$ cat src/rtl/sram_bram_responder_if.sv
// rtl/sram_bram_responder_if.sv - SRAM-like request/response bus between core master and memory responder
interface sram_bram_responder_if;
   logic        req;
   logic        wr;
   logic [31:0] addr;
   logic [1:0]  size;
   logic [3:0]  wstrb;
   logic [31:0] wdata;
   logic        addr_ok;
   logic        data_ok;
   logic [31:0] rdata;

   modport master (
      output req, wr, addr, size, wstrb, wdata,
      input  addr_ok, data_ok, rdata
   );

   modport slave (
      input  req, wr, addr, size, wstrb, wdata,
      output addr_ok, data_ok, rdata
   );
endinterface

$ cat src/rtl/sram_bram_responder.sv
// rtl/sram_bram_responder.sv - in-order fixed-latency SRAM-bus responder backed by a single-port block RAM
module sram_bram_responder #(
   parameter int ADDR_W  = 14,
   parameter int LATENCY = 1,
   parameter int DEPTH   = 2
) (
   input  logic                  clk_i,
   input  logic                  rst_i,
   sram_bram_responder_if.slave  bus,
   input  logic                  addr_stall_i,
   output logic                  mem_en_o,
   output logic [3:0]            mem_we_o,
   output logic [ADDR_W-1:0]     mem_addr_o,
   output logic [31:0]           mem_wdata_o,
   input  logic [31:0]           mem_rdata_i
);

   localparam int CNT_W = $clog2(DEPTH + 1);
   localparam logic [CNT_W-1:0] DEPTH_C = CNT_W'(DEPTH);

   // Outstanding-request counter and response pipeline control bits.
   // Index 0 of the pipeline is stage 1 (the cycle the RAM output is valid).
   logic [CNT_W-1:0]         cnt_q, cnt_d;
   logic [LATENCY-1:0]       valid_q, valid_d;
   logic [LATENCY-1:0]       is_wr_q, is_wr_d;
   logic [LATENCY-1:0][31:0] stage_data;
   logic                     accept;
   logic                     resp_fire;

   // Address bits outside the RAM window and the size field carry no information here.
   logic unused_bits;
   assign unused_bits = ^{bus.size, bus.addr[1:0], bus.addr[31:ADDR_W+2]};

   // Acceptance is purely a function of reset, throttle and occupancy, never of req.
   assign bus.addr_ok = !rst_i && !addr_stall_i && (cnt_q < DEPTH_C);
   assign accept      = bus.req && bus.addr_ok;

   // The RAM is accessed in the acceptance cycle, so RAM order equals acceptance order
   // and a read right after a write to the same word sees the new data.
   assign mem_en_o    = accept;
   assign mem_we_o    = (accept && bus.wr) ? bus.wstrb : 4'b0000;
   assign mem_addr_o  = bus.addr[ADDR_W+1:2];
   assign mem_wdata_o = bus.wdata;

   // Stage 1 data is the RAM output register itself; later stages copy it along.
   assign stage_data[0] = mem_rdata_i;

   generate
      for (genvar s = 1; s < LATENCY; s++) begin : g_data
         logic [31:0] data_q;

         // Carry read data one stage further down the response pipeline.
         always_ff @(posedge clk_i or posedge rst_i) begin
            if (rst_i) begin
               data_q <= '0;
            end else begin
               data_q <= stage_data[s-1];
            end
         end

         assign stage_data[s] = data_q;
      end
   endgenerate

   assign resp_fire   = valid_q[LATENCY-1];
   assign bus.data_ok = resp_fire;
   assign bus.rdata   = (resp_fire && !is_wr_q[LATENCY-1]) ? stage_data[LATENCY-1] : 32'd0;

   // Next state: shift the valid/kind pipeline and track accepted-but-unanswered requests.
   always_comb begin
      valid_d    = '0;
      is_wr_d    = '0;
      cnt_d      = cnt_q;
      valid_d[0] = accept;
      is_wr_d[0] = bus.wr;
      for (int i = 1; i < LATENCY; i++) begin
         valid_d[i] = valid_q[i-1];
         is_wr_d[i] = is_wr_q[i-1];
      end
      case ({accept, resp_fire})
         2'b10:   cnt_d = cnt_q + CNT_W'(1);
         2'b01:   cnt_d = cnt_q - CNT_W'(1);
         default: cnt_d = cnt_q;
      endcase
   end

   // Control state; reset drops every in-flight response immediately.
   always_ff @(posedge clk_i or posedge rst_i) begin
      if (rst_i) begin
         cnt_q   <= '0;
         valid_q <= '0;
         is_wr_q <= '0;
      end else begin
         cnt_q   <= cnt_d;
         valid_q <= valid_d;
         is_wr_q <= is_wr_d;
      end
   end

endmodule

$ cat src/flat_wrapper.sv
// flat-port wrapper written by rule: the top's interface ports become plain ports
module sram_bram_responder_flat 
#(
   parameter int ADDR_W  = 14,
   parameter int LATENCY = 1,
   parameter int DEPTH   = 2
)
  (clk_i, rst_i, addr_stall_i, mem_en_o, mem_we_o, mem_addr_o, mem_wdata_o, mem_rdata_i, bus_req, bus_wr, bus_addr, bus_size, bus_wstrb, bus_wdata, bus_addr_ok, bus_data_ok, bus_rdata);
  sram_bram_responder_if bus_i ();
  input  logic clk_i;
  input  logic rst_i;
  input  logic addr_stall_i;
  output logic mem_en_o;
  output logic [3:0] mem_we_o;
  output logic [ADDR_W-1:0] mem_addr_o;
  output logic [31:0] mem_wdata_o;
  input  logic [31:0] mem_rdata_i;
  input wire logic [$bits(bus_i.req)-1:0] bus_req;
  input wire logic [$bits(bus_i.wr)-1:0] bus_wr;
  input wire logic [$bits(bus_i.addr)-1:0] bus_addr;
  input wire logic [$bits(bus_i.size)-1:0] bus_size;
  input wire logic [$bits(bus_i.wstrb)-1:0] bus_wstrb;
  input wire logic [$bits(bus_i.wdata)-1:0] bus_wdata;
  output wire logic [$bits(bus_i.addr_ok)-1:0] bus_addr_ok;
  output wire logic [$bits(bus_i.data_ok)-1:0] bus_data_ok;
  output wire logic [$bits(bus_i.rdata)-1:0] bus_rdata;
  assign bus_i.req = bus_req;
  assign bus_i.wr = bus_wr;
  assign bus_i.addr = bus_addr;
  assign bus_i.size = bus_size;
  assign bus_i.wstrb = bus_wstrb;
  assign bus_i.wdata = bus_wdata;
  assign bus_addr_ok = bus_i.addr_ok;
  assign bus_data_ok = bus_i.data_ok;
  assign bus_rdata = bus_i.rdata;
  sram_bram_responder #(.ADDR_W(ADDR_W), .LATENCY(LATENCY), .DEPTH(DEPTH)) u_core (.clk_i(clk_i), .rst_i(rst_i), .bus(bus_i), .addr_stall_i(addr_stall_i), .mem_en_o(mem_en_o), .mem_we_o(mem_we_o), .mem_addr_o(mem_addr_o), .mem_wdata_o(mem_wdata_o), .mem_rdata_i(mem_rdata_i));
endmodule
$ cat config.mk
export PLATFORM = sky130hd
export DESIGN_NAME = sram_bram_responder_flat
export DESIGN_NICKNAME = d
export VERILOG_FILES = /design/src/rtl/sram_bram_responder_if.sv /design/src/rtl/sram_bram_responder.sv /design/src/flat_wrapper.sv
export SDC_FILE = /design/constraint.sdc
export NUM_CORES = 1
export LEC_CHECK = 0
export ABC_AREA = 0
export ABC_CLOCK_PERIOD_IN_PS = 1800
export CAP_MARGIN = 10
export CORE_AREA = 2 2 75 77
export CTS_BUF_LIST = sky130_fd_sc_hd__clkbuf_16
export DETAILED_ROUTE_END_ITERATION = 10
export DIE_AREA = 0 0 77 79
export MAX_ROUTING_LAYER = met4
export PLACE_DENSITY = 0.74
export SLEW_MARGIN = 25
export SYNTH_ARGS = -nofsm -noshare
export SYNTH_HDL_FRONTEND = slang
export SYNTH_SLANG_ARGS = --single-unit
$ cat constraint.sdc
create_clock -name clk_i -period 1.8 [get_ports clk_i]
set_input_delay 0.36 -clock clk_i [delete_from_list [all_inputs] [get_ports clk_i]]
set_output_delay 0.36 -clock clk_i [all_outputs]
set_load 0.01 [all_outputs]
Word-level counts from Yosys, hierarchy flattened
Index checks and enable logic that the tools add are counted.
{ "classes": {"n_reduce_logical": 9, "n_addsub": 2, "magnitude_cmp": 1, "n_eq_ne": 2, "muxes": 3} }
{ "op_table": {"columns": ["operator", "n"], "rows": [
  ["$mux W32", 1],
  ["$logic_and A1 B1 Y1", 5],
  ["$mux W4", 1],
  ["$pmux W2 S2", 1],
  ["$logic_not A1 Y1", 3],
  ["$add A2 B1 Y2 const B", 1],
  ["$eq A2 B1 Y1 const B", 1],
  ["$eq A2 B2 Y1 const B", 1],
  ["$lt A2 B2 Y1 const B", 1],
  ["$reduce_bool A2 Y1", 1],
  ["$sub A2 B1 Y2 const B", 1]
]} }
{ "totals": {"word_cells": 20, "regBits": 4} }

Logic depth before layout (Yosys ltp)
{ "depth": {"ltp_word": 6, "mapped_depth": 6, "ltp_nobuf": 6} }

Worst setup path before layout
Ideal clock, no wire load.
{ "synth_path": {"kind": "reg-to-reg", "startpoint": "register u_core.cnt_q[1]", "endpoint": "register u_core.cnt_q[1]", "setup_slack_ns": 0.253, "t_arrival_ns": 1.468, "setup_time_ns": 0.079, "stages_incl_launch_ff": 6, "synth_period_minus_slack_ns": 1.547, "required_ns": 1.721, "n_path_buf": 0, "cell_sequence": "dfrtp_1 > nor4b_4 > inv_1 > ha_1 > nor2_1 > xor2_1"} }
{ "synth_via": {"elab_chain_len": 5, "word_cells_on_any_way": 9, "cone_classes": "add/sub (2); order compare (1); eq/ne (2); mux (1); reduce/logical (3)"} }
{ "synth_lines": {"columns": ["item", "line_no", "rtl"], "rows": [
  ["start, declared", "sram_bram_responder.sv:23", "logic [CNT_W-1:0] cnt_q, cnt_d;"],
  ["start signal, assigned", "sram_bram_responder.sv:94", "cnt_q <= cnt_d;"],
  ["$lt A2 B2 Y1 (*)", "sram_bram_responder.sv:35", "assign bus.addr_ok = !rst_i && !addr_stall_i && (cnt_q < DEPTH_C);"],
  ["$logic_and A1 B1 Y1 (*)", "sram_bram_responder.sv:35", null],
  ["$logic_and A1 B1 Y1 (*)", "sram_bram_responder.sv:36", "assign accept = bus.req && bus.addr_ok;"],
  ["named net mem_en_o", "flat_wrapper.sv:13", "output logic mem_en_o;"],
  ["$eq A2 B1 Y1 / $eq A2 B2 Y1 (equally long branches)", "sram_bram_responder.sv:80", "case ({accept, resp_fire})"],
  ["$pmux W2 S2 / $reduce_bool A2 Y1 (equally long branches)", null, null]
]} }
Mark *: on every way through the listed nets, which the timed path passes. The rest lies on a longest branch.
A chain may end at the register's enable or synchronous reset.

Worst setup path in the final report
{ "layout_path": {"startpoint": "input rst_i", "endpoint": "output mem_we_o[0]"} }
{ "layout_via": {"elab_chain_len": 6} }
{ "layout_lines": {"columns": ["item", "line_no", "rtl"], "rows": [
  ["start, declared", "flat_wrapper.sv:11", "input logic rst_i;"],
  ["$logic_not A1 Y1", "sram_bram_responder.sv:35", null],
  ["$logic_and A1 B1 Y1 (2 in a row)", "sram_bram_responder.sv:35", null],
  ["$logic_and A1 B1 Y1", "sram_bram_responder.sv:36", null],
  ["$logic_and A1 B1 Y1", "sram_bram_responder.sv:41", "assign mem_we_o = (accept && bus.wr) ? bus.wstrb : 4'b0000;"],
  ["$mux W4", "sram_bram_responder.sv:41", null],
  ["end, declared", "flat_wrapper.sv:14", "output logic [3:0] mem_we_o;"]
]} }
No other way between the ends.

==> metrics.cfg <==
[clock_tree]
cts_made_buffers = 3
cts_htree_levels = 1
clkTransAtPathRegs_ns = 0.03
cts_tree = done
clockBufferDepth = 2
cts_num_sinks = 4
ctsRootBufferMaster = clkbuf_16
worstSkewPairLatency_ns = 0.22
postCtsHoldBufs = 0

[route]
avgViaCountPerCell = 3.62
wirelength_um = 2490
drtPass1Iterations = 2
drt_iter0_markers = 1
wl_per_cell_um = 11.5
drt.antenna.violating_nets = 0
drc = 0
vias = 782

[place]
port_buffers = 79
dp_hpwl_um = 1860
pre_cts_slack_ns = -0.535
place.gp.congestion = 0.746
dp.cells = 208

[synth]
synth_nets = 207
ys.flop_type = dfrtp_1
synth.distinct_cells = 13
synth_top_area_share = 0.450
yosysSeqAreaShare = 0.131
synth_warnings = 0
synth.area.top_cells = buf_4, and2_1, dfrtp_1
synth_edf_count = 0
ys_top_cells_by_count = buf_4, and2_1, and3_1, dfrtp_1, clkbuf_1
async_flop_share = 1.00
synth.avg_cell_area_um2 = 7.75
synth.most_common_cell = buf_4
syn-cell-area_um2 = 767
yosys_register_bits = 4
synth_largest_area_cell = buf_4
syn_inst = 99

[cells_and_area]
antennaDiodeCount = 0
nNetsFinal = 254
n_fill_cell = 625
finalNonFillerCells = 216
layout-area-overhead-vs-synth_pct = 77.8
drive_gt1_frac = 0.278

[grt]
grt_overflow = 0
top_usage_layer = met2
track_usage = 0.0823
grtUsageMet1 = 0.0716
met3_usage = 0.0477
antenna_found_initial = 0
grt_pass1_wl_um = 3870
grt_max_degree = 17
first_global_vias = 776
grtUsageMet2 = 0.146

[worst_setup_path]
cp.arrival_ns = 1.38
worstPathRequired_ns = 1.44
crit_path_end_kind = output port
path_class = input port to output port
worst-path-max-fanout = 3
startpoint_type = input port

[floorplan]
design.core.area_um2 = 5340
dieHeight_um = 79
dieWidth_um = 77
io_pins = 192
die-area_um2 = 6080
start_util = 0.144
num_rows = 27

[power_and_ir_drop]
irDropWorstVdd_v = 0.000410
p_leak_nw = 0.725
pwr_density_cell_nw_per_um2 = 562

[timing]
finalClockSkew_ns = 0.00376
fin_ws_ns = 0.0648
rsz0062_at_grt = yes
holdWs_ns = 0.268
setup_violations = 0
drv_slew = 0
relSlewSlack = 0.875
max_freq_mhz = 576
timing.final.crit_share = 0.964
worstMarginPinSlew_ns = 0.186
hold_viol_final = 0
period_needed_ns = 1.74

[run]
maxCapViolCount = 0

[outcome]
status = complete, no violations

[min_path]
hold_class = input port to async pin

[worst max-delay path: stages]
cell and delay (ns):
clkdlybuf4s15_2 0.21, nor4b_4 0.27, buf_4 0.17, buf_6 0.10
and3_1 0.15, buf_2 0.13
[cells in the final DEF, fill, tap and decap left out, drive strengths merged]
| master | count |
|---|---|
| xor2 | 1 |
| dlygate4sd2 | 19 |
| nor2 | 1 |
| xnor2 | 2 |
| nor2b | 1 |
| and2 | 32 |
| nor3 | 1 |
| nor4b | 1 |
| and3 | 4 |
| clkdlybuf4s50 | 38 |
| buf | 32 |
| ha | 1 |
| dfrtp | 4 |
| inv | 2 |
| clkbuf | 4 |
| clkdlybuf4s15 | 1 |
[power by group]
part | switching [mW] | leakage, nW | total, mW | internal (mW)
Clock | 0.0607 | 0.0370 | 0.344 | 0.284
Combinational | 0.0900 | 0.639 | 0.281 | 0.191
Sequential | 0.0230 | 0.0489 | 0.141 | 0.118
[final cells by class]
type | count | area [um^2] | share of cell area
Inverter | 2 | 7.51 | 0.00550
Multi-Input combinational cell | 44 | 315 | 0.231
Tap cell | 72 | 90.1 | 0.0661
Timing Repair Buffer | 91 | 776 | 0.569
Clock buffer | 3 | 75.1 | 0.0550
Sequential cell | 4 | 100 | 0.0734
[metrics by stage]
stage	setup TNS [ns]	util	instance area [um^2]	power [mW]
final	0	0.256	1360	0.766
after global routing	-0.0240	0.256	1360	0.816
after CTS	0	0.258	1380	0.763
after detailed placement	-3.70	0.254	1360	0.415
after global placement	-3.35	0.254	1360	0.411
after floorplan	0	-	767	0.334
[cell families after synthesis]
kind of cell,count (synthesis),synth area share
XOR/XNOR,3,0.0343
adder cells (fa/ha/maj),1,0.0163
buffers and inverters,51,0.475
flip-flops,4,0.131
AND/OR/NAND/NOR,40,0.344
[worst paths after layout]
kind,start,to,slack [ns],cells after the start
min in group clk_i,u_core.cnt_q[0]$_DFFE_PP0P_,u_core.cnt_q[0]$_DFFE_PP0P_,0.48,1
min reg2reg,u_core.cnt_q[0]$_DFFE_PP0P_,u_core.cnt_q[0]$_DFFE_PP0P_,0.48,1
min,rst_i,u_core.cnt_q[1]$_DFFE_PP0P_,0.27,3
max reg2reg,u_core.cnt_q[1]$_DFFE_PP0P_,u_core.cnt_q[1]$_DFFE_PP0P_,0.20,7
max,rst_i,mem_we_o[0],0.06,6
max in group asynchronous,rst_i,u_core.cnt_q[0]$_DFFE_PP0P_,1.37,3
[per-layer routing]
layer / wire, um / part of all wire
met5: 0 / 0
met1: 800 / 0.32
met3: 432 / 0.17
met2: 1190 / 0.48
met4: 65 / 0.026
[state kept, by name, indices dropped and copies added, names as in the netlist]
register / count
u_core.bus.data_ok: 1
u_core.is_wr_q: 1
u_core.cnt_q: 2
[timing repair]
item | in CTS | in global routing
cloned | 1 | 0
gates resized for setup | 106 | 4
setup buffers | 4 | 1
pin swaps | 1 | 0
endpoints found under the setup margin | 39 | 21
No activity file was read; power rests on OpenSTA's default activity.
